[config.mk]
export PLATFORM = sky130hd
export DESIGN_NAME = rx_seq_ctrl
export DESIGN_NICKNAME = d
export VERILOG_FILES = /design/src/rtl/rx_seq_pkg.sv /design/src/rtl/rx_seq_ctrl_packer.sv /design/src/rtl/rx_seq_ctrl.sv
export SDC_FILE = /design/constraint.sdc
export NUM_CORES = 1
export LEC_CHECK = 0
export CAP_MARGIN = 20
export CELL_PAD_IN_SITES_DETAIL_PLACEMENT = 0
export CELL_PAD_IN_SITES_GLOBAL_PLACEMENT = 1
export CORE_UTILIZATION = 25
export DETAILED_ROUTE_END_ITERATION = 10
export PLACE_DENSITY = 0.58
export SETUP_SLACK_MARGIN = 0.4
export SLEW_MARGIN = 20
export SYNTH_ARGS = -nofsm -noshare
export SYNTH_HDL_FRONTEND = slang
export SYNTH_SLANG_ARGS = --single-unit
[constraint.sdc]
create_clock -name clk -period 6 [get_ports clk]
set_input_delay 1.2 -clock clk [delete_from_list [all_inputs] [get_ports clk]]
set_output_delay 1.2 -clock clk [all_outputs]
set_load 0.02 [all_outputs]
[src/rtl/rx_seq_pkg.sv]
// Shared types and defaults for the receive sequencer.
// The sync-tolerance feature is enabled with RX_SYNC_TOL_EN.
package rx_seq_pkg;

  typedef enum logic [2:0] {
    ST_IDLE    = 3'd0,
    ST_SWEEP   = 3'd1,
    ST_HUNT    = 3'd2,
    ST_RECV    = 3'd3,
    ST_RESTART = 3'd4,
    ST_DONE    = 3'd5,
    ST_ERROR   = 3'd6
  } rx_state_t;

  localparam int          DEF_SYNC_LEN  = 16;
  localparam logic [15:0] DEF_SYNC_WORD = 16'h2DD4;

  // Number of set bits; used as a Hamming distance when compared against the sync word.
  function automatic logic [4:0] popcount16(input logic [15:0] v);
    logic [4:0] n;
    n = '0;
    for (int i = 0; i < 16; i++) begin
      n = n + {4'd0, v[i]};
    end
    return n;
  endfunction

endpackage

[src/rtl/rx_seq_ctrl_packer.sv]
// rx_bit_packer: packs a bit stream MSB first into bytes, one-cycle byte_valid strobe.
// clear drops any partially assembled byte.
module rx_bit_packer (
  input  logic       clk,
  input  logic       rst,
  input  logic       clear,
  input  logic       bit_valid,
  input  logic       bit_in,
  output logic [7:0] byte_data,
  output logic       byte_valid
);

  logic [6:0] shift_reg;
  logic [2:0] cnt_reg;
  logic [7:0] byte_data_reg;
  logic       byte_valid_reg;

  // Shift bits in; on the 8th bit present the completed byte on the following cycle.
  always_ff @(posedge clk) begin
    if (rst) begin
      shift_reg      <= '0;
      cnt_reg        <= '0;
      byte_data_reg  <= '0;
      byte_valid_reg <= 1'b0;
    end else begin
      byte_valid_reg <= 1'b0;
      if (clear) begin
        shift_reg <= '0;
        cnt_reg   <= '0;
      end else if (bit_valid) begin
        shift_reg <= {shift_reg[5:0], bit_in};
        cnt_reg   <= cnt_reg + 3'd1;
        if (cnt_reg == 3'd7) begin
          byte_data_reg  <= {shift_reg, bit_in};
          byte_valid_reg <= 1'b1;
        end
      end
    end
  end

  assign byte_data  = byte_data_reg;
  assign byte_valid = byte_valid_reg;

endmodule

[src/rtl/rx_seq_ctrl.sv]
// rx_seq_ctrl: downmixer sweep, sync hunt and payload capture sequencer.
// Define RX_SYNC_TOL_EN to accept a sync word with one bit error and add sync_err.
module rx_seq_ctrl
  import rx_seq_pkg::*;
#(
  parameter int                  SYNC_LEN          = DEF_SYNC_LEN,
  parameter logic [SYNC_LEN-1:0] SYNC_WORD         = DEF_SYNC_WORD,
  parameter int                  PAYLOAD_BYTES     = 8,
  parameter int                  SWEEP_TIMEOUT     = 640000,
  parameter int                  SYNC_TIMEOUT_BITS = 256,
  parameter int                  MAX_RETRY         = 3
) (
  input  logic       clk,
  input  logic       rst,
  input  logic       start,
  input  logic       abort,
  input  logic       sweep_done,
  input  logic       bit_strobe,
  input  logic       bit_in,
  output logic       mix_en,
  output logic       demod_start,
  output logic [7:0] byte_data,
  output logic       byte_valid,
  output logic       busy,
  output logic       done,
  output logic       error,
  output logic [1:0] retry_cnt
`ifdef RX_SYNC_TOL_EN
  ,
  output logic       sync_err
`endif
);

  localparam int SW = $clog2(SWEEP_TIMEOUT);
  localparam int BW = $clog2(SYNC_TIMEOUT_BITS);
  localparam int PW = (PAYLOAD_BYTES > 1) ? $clog2(PAYLOAD_BYTES) : 1;
  localparam logic [SW-1:0] SWEEP_LAST = SW'(SWEEP_TIMEOUT - 1);
  localparam logic [BW-1:0] BIT_LAST   = BW'(SYNC_TIMEOUT_BITS - 1);
  localparam logic [BW-1:0] SYNC_MIN   = BW'(SYNC_LEN - 1);
  localparam logic [PW-1:0] PAY_LAST   = PW'(PAYLOAD_BYTES - 1);
  localparam logic [1:0]    RETRY_MAX  = 2'(MAX_RETRY);

  rx_state_t           state_reg, state_next;
  logic [SW-1:0]       sweep_cnt_reg, sweep_cnt_next;
  logic [BW-1:0]       bit_cnt_reg, bit_cnt_next;
  logic [SYNC_LEN-1:0] hunt_reg, hunt_next, hunt_shifted;
  logic [PW-1:0]       byte_cnt_reg, byte_cnt_next;
  logic [1:0]          retry_reg, retry_next;
  logic                error_reg, error_next;
  logic                sync_err_reg, sync_err_next;
  logic                mix_en_reg, demod_start_reg, busy_reg, done_reg;
  logic                sync_exact, sync_hit;
  logic                pk_clear, pk_bit_valid, pk_byte_valid;

  assign hunt_shifted = {hunt_reg[SYNC_LEN-2:0], bit_in};
  assign sync_exact   = (hunt_shifted == SYNC_WORD);
`ifdef RX_SYNC_TOL_EN
  assign sync_hit = (bit_cnt_reg >= SYNC_MIN) &&
                    (popcount16(16'(hunt_shifted ^ SYNC_WORD)) <= 5'd1);
`else
  assign sync_hit = (bit_cnt_reg >= SYNC_MIN) && sync_exact;
`endif

  // The packer is held clear outside RECV so every reception starts byte-aligned,
  // and an abort discards any byte still being assembled.
  assign pk_clear     = (state_reg != ST_RECV) || abort;
  assign pk_bit_valid = (state_reg == ST_RECV) && bit_strobe && !abort;

  rx_bit_packer u_packer (
    .clk        (clk),
    .rst        (rst),
    .clear      (pk_clear),
    .bit_valid  (pk_bit_valid),
    .bit_in     (bit_in),
    .byte_data  (byte_data),
    .byte_valid (pk_byte_valid)
  );

  // Next-state and counter logic; abort overrides every transition at the end.
  always_comb begin
    state_next     = state_reg;
    sweep_cnt_next = sweep_cnt_reg;
    bit_cnt_next   = bit_cnt_reg;
    hunt_next      = hunt_reg;
    byte_cnt_next  = byte_cnt_reg;
    retry_next     = retry_reg;
    error_next     = error_reg;
    sync_err_next  = sync_err_reg;
    unique case (state_reg)
      ST_IDLE: begin
        if (start && !abort) begin
          state_next     = ST_SWEEP;
          sweep_cnt_next = '0;
          retry_next     = '0;
          error_next     = 1'b0;
          sync_err_next  = 1'b0;
        end
      end
      ST_SWEEP: begin
        if (sweep_done) begin
          state_next   = ST_HUNT;
          bit_cnt_next = '0;
          hunt_next    = '0;
        end else if (sweep_cnt_reg == SWEEP_LAST) begin
          state_next = ST_RESTART;
        end else begin
          sweep_cnt_next = sweep_cnt_reg + 1'b1;
        end
      end
      ST_HUNT: begin
        if (bit_strobe) begin
          hunt_next    = hunt_shifted;
          bit_cnt_next = bit_cnt_reg + 1'b1;
          if (sync_hit) begin
            state_next    = ST_RECV;
            byte_cnt_next = '0;
            sync_err_next = !sync_exact;
          end else if (bit_cnt_reg == BIT_LAST) begin
            state_next = ST_RESTART;
          end
        end
      end
      ST_RECV: begin
        if (pk_byte_valid) begin
          if (byte_cnt_reg == PAY_LAST) begin
            state_next = ST_DONE;
          end else begin
            byte_cnt_next = byte_cnt_reg + 1'b1;
          end
        end
      end
      ST_RESTART: begin
        if (retry_reg == RETRY_MAX) begin
          state_next = ST_ERROR;
        end else begin
          state_next     = ST_SWEEP;
          retry_next     = retry_reg + 2'd1;
          sweep_cnt_next = '0;
        end
      end
      ST_DONE:  state_next = ST_IDLE;
      ST_ERROR: state_next = ST_IDLE;
      default:  state_next = ST_IDLE;
    endcase
    if (abort) begin
      state_next = ST_IDLE;
    end
    if (state_next == ST_ERROR) begin
      error_next = 1'b1;
    end
  end

  // State, counters and registered Moore outputs decoded from the next state.
  always_ff @(posedge clk) begin
    if (rst) begin
      state_reg       <= ST_IDLE;
      sweep_cnt_reg   <= '0;
      bit_cnt_reg     <= '0;
      hunt_reg        <= '0;
      byte_cnt_reg    <= '0;
      retry_reg       <= '0;
      error_reg       <= 1'b0;
      sync_err_reg    <= 1'b0;
      mix_en_reg      <= 1'b0;
      demod_start_reg <= 1'b0;
      busy_reg        <= 1'b0;
      done_reg        <= 1'b0;
    end else begin
      state_reg       <= state_next;
      sweep_cnt_reg   <= sweep_cnt_next;
      bit_cnt_reg     <= bit_cnt_next;
      hunt_reg        <= hunt_next;
      byte_cnt_reg    <= byte_cnt_next;
      retry_reg       <= retry_next;
      error_reg       <= error_next;
      sync_err_reg    <= sync_err_next;
      mix_en_reg      <= (state_next == ST_SWEEP) || (state_next == ST_HUNT) ||
                         (state_next == ST_RECV);
      demod_start_reg <= (state_next == ST_HUNT) || (state_next == ST_RECV);
      busy_reg        <= (state_next != ST_IDLE);
      done_reg        <= (state_next == ST_DONE);
    end
  end

  assign mix_en      = mix_en_reg;
  assign demod_start = demod_start_reg;
  assign byte_valid  = pk_byte_valid;
  assign busy        = busy_reg;
  assign done        = done_reg;
  assign error       = error_reg;
  assign retry_cnt   = retry_reg;
`ifdef RX_SYNC_TOL_EN
  assign sync_err    = sync_err_reg;
`else
  logic unused_sync_err;
  assign unused_sync_err = sync_err_reg;
`endif

endmodule

==> flow_metrics.tcl <==
set metrics [dict create \
    outcome "finished clean" \
    syn-num-nets 378 \
    synth-edff-count 0 \
    initial_core_util 0.2559 \
    worst_slew_pin_slew_ps 958.3 \
    top_layer_used "met4" \
    hold_path_class "reg -> reg" \
    powerDensity_mw_per_mm2 255.8 \
    setup_viol 0 \
    grt-ovfl-total 0 \
    synthTopCellsByCount "dfxtp_1, nor2_1, nand2_1" \
    finalHoldViolCount 0 \
    hold_buffers 0 \
    yosys.area.top_type "dfxtp_1" \
    worstSkewPairLatency_ps 330 \
    largest_reg_flops 20 \
    synth_ff_type "dfxtp_1" \
    ys_warn_count 0 \
    fin_crit_sh 0.5334 \
    crit_type "in -> reg" \
    cts_root_buffer "clkbuf_16" \
    drv_slew 0 \
    finalNetCount 396 \
    cp_max_fo 12 \
    synth.yosys.seq_area_share 0.4431 \
    num_rows 42 \
    htreeDepth 3 \
    cap_violations 0 \
    wl_met3_um 230 \
    synthCells 364 \
    netlist_area_mm2 0.003388 \
    m1WireLength_mm 3.525 \
    fin_crit_ps 3200 \
    die-area_mm2 0.01402 \
    yosysMostFrequentCell "dfxtp_1" \
    core-area_mm2 0.01324 \
    finalSetupTns_ps 0 \
    slowest_stage "clkdlybuf4s50_1" \
    fin_skew_ps 4.601 \
    io_buffer_count 22 \
    rsz0062_at_grt "false" \
    worst_setup_path_start_kind "input pin" \
    drtIter0Drc 161 \
    layout-drive-gt1-share 0.1169 \
    vias_per_cell 4.643 \
    drt-total-wl_mm 7.262 \
    globalplace.congestion 0.7259 \
    n_fill_cell 1438 \
    drc 0 \
    ios 23 \
    peakVddDrop_uv 142.1 \
    postCtsSetupBuffers 0 \
    die-height_um 118.4 \
    drtAntennaViolNets 0 \
    grt_pass1_vias 2512 \
    async_reset_ff_frac 0 \
    cts_made_buffers 9 \
    grt_max_degree 25 \
    grt_usage 0.1111 \
    cts_tree "yes" \
    total_leakage_power_nw 1.338 \
    worstPathArrival_ps 3460 \
    wl_met2_mm 3.389 \
    antenna_found_initial 0 \
    post-route-util 0.3057 \
    ys_seq_elements 75 \
    cts.path.max_buffers 2 \
    worstPathBufferInverterCount 1 \
    synthToLayoutAreaGrowth_pct 19.46 \
    clock_sinks 75 \
    routedWlPerCell_um 12.94 \
    hpwl_mm 5.053 \
    grt_first_pass_wirelength_mm 12.34 \
    die_w_um 118.4 \
    relSlewSlack 0.3562 \
    syn_area_per_cell_um2 9.308 \
    firstDrtPassIters 6 \
    clk_pin_slew_ps 60 \
    ys_types 59 \
    cp-end-kind "register" \
    netlist_top_cells_area "dfxtp_1, nor2_1, mux2i_1, xnor2_1, a21oi_1" \
    antenna_cells 0 \
    critPathRequiredTime_ps 6260 \
    critPathMaxStageDelay_ps 810 \
    via_count 2605 \
    cts_resized 0 \
    max_freq_mhz 312.5 \
    crit_family "buffers and inverters" \
    yosysTopAreaCellShare 0.4431 \
    crit_chain "clkdlybuf4s50_1 > nand3b_1 > a21oi_2 > nand4_1 > or3_1 > a21oi_1" \
]
## through the flow
step           setup WS [ps]  total power [mW]  hold WS (ps)  cell area [µm²]  cells
3_3_place_gp            2227            0.5486         443.3             3764    547
3_5_place_dp            2145            0.5489         448.0             3764    547
5_1_grt                 2577             1.082         478.7             4048    561
4_1_cts                 2493             1.055         456.4             4040    561
6_report                2800             1.035         452.6             4048    561
2_1_floorplan           3462            0.5379         435.6             3388    364
## cells in the final DEF (no fill, tap or decap), types with 3 or more instances in the layout
master            n
nand3_1          19
inv_1             8
o221a_2           8
dfxtp_1          75
o21ai_0           5
clkdlybuf4s50_1  22
mux2i_1          17
nand4_1          10
buf_4             3
nand3b_1          5
nand2_1          26
nor3b_1           3
a211oi_1          6
nor2_1           55
clkbuf_16         9
ha_1              7
nor3_1            4
or3_1             3
xnor2_1          16
a21oi_1          24
xor2_1            4
## routing by layer
metal,global-route usage,up-vias
li1,-,1331
met4,0.04193,0
met3,0.03427,8
met5,0,-
met1,0.1352,1227
met2,0.1831,39
## power breakdown
group          internal, mW  switching, mW
clock                 0.299          0.199
combinational        0.0120         0.0241
sequential            0.500        0.00188
total                 0.811          0.225
## worst min-delay path, stage by stage (launching register included)
cell and delay (ps):
dfxtp_1 310, nand2_1 50, a21oi_1 50
## kinds of logic (layout without fill, tap and decap cells)
kind of cell               count (synthesis)  count (layout)  share of synthesized area
AOI/OAI and AO/OA                         67              67                     0.1562
xor gates and xnor gates                  20              20                    0.05170
adders and majority gates                  7               7                    0.02585
buffers and inverters                     26              47                    0.03582
DFF                                       75              75                     0.4431
muxes                                     19              19                    0.05687
and+or+nand+nor                          150             150                     0.2304
## cell type report
cell class              instances  area (µm²)  area share
repair buffers                 25       242.7     0.05997
clock buffers                  11       252.7     0.06244
multi-input cells             263        1777      0.4389
inverters                       8       30.03    0.007419
clock inverters                 3       23.77    0.005873
flip-flops and latches         75        1501      0.3709
well taps                     176       220.2     0.05440
## path summary, 6_finish.rpt
kind	start	end	slack, ps	cells past startpoint
worst min register to register	u_packer.byte_data[6]$_SDFFE_PP0P_	u_packer.byte_data[6]$_SDFFE_PP0P_	450	2
worst max register to register	sweep_cnt_reg[0]$_SDFFE_PP0P_	sweep_cnt_reg[15]$_SDFFE_PP0P_	3540	7
worst max-delay path	bit_strobe	bit_cnt_reg[7]$_SDFFE_PP0P_	2800	6
worst min-delay path	u_packer.byte_data[6]$_SDFFE_PP0P_	u_packer.byte_data[6]$_SDFFE_PP0P_	450	2
(Power assumes the default switching activity.)
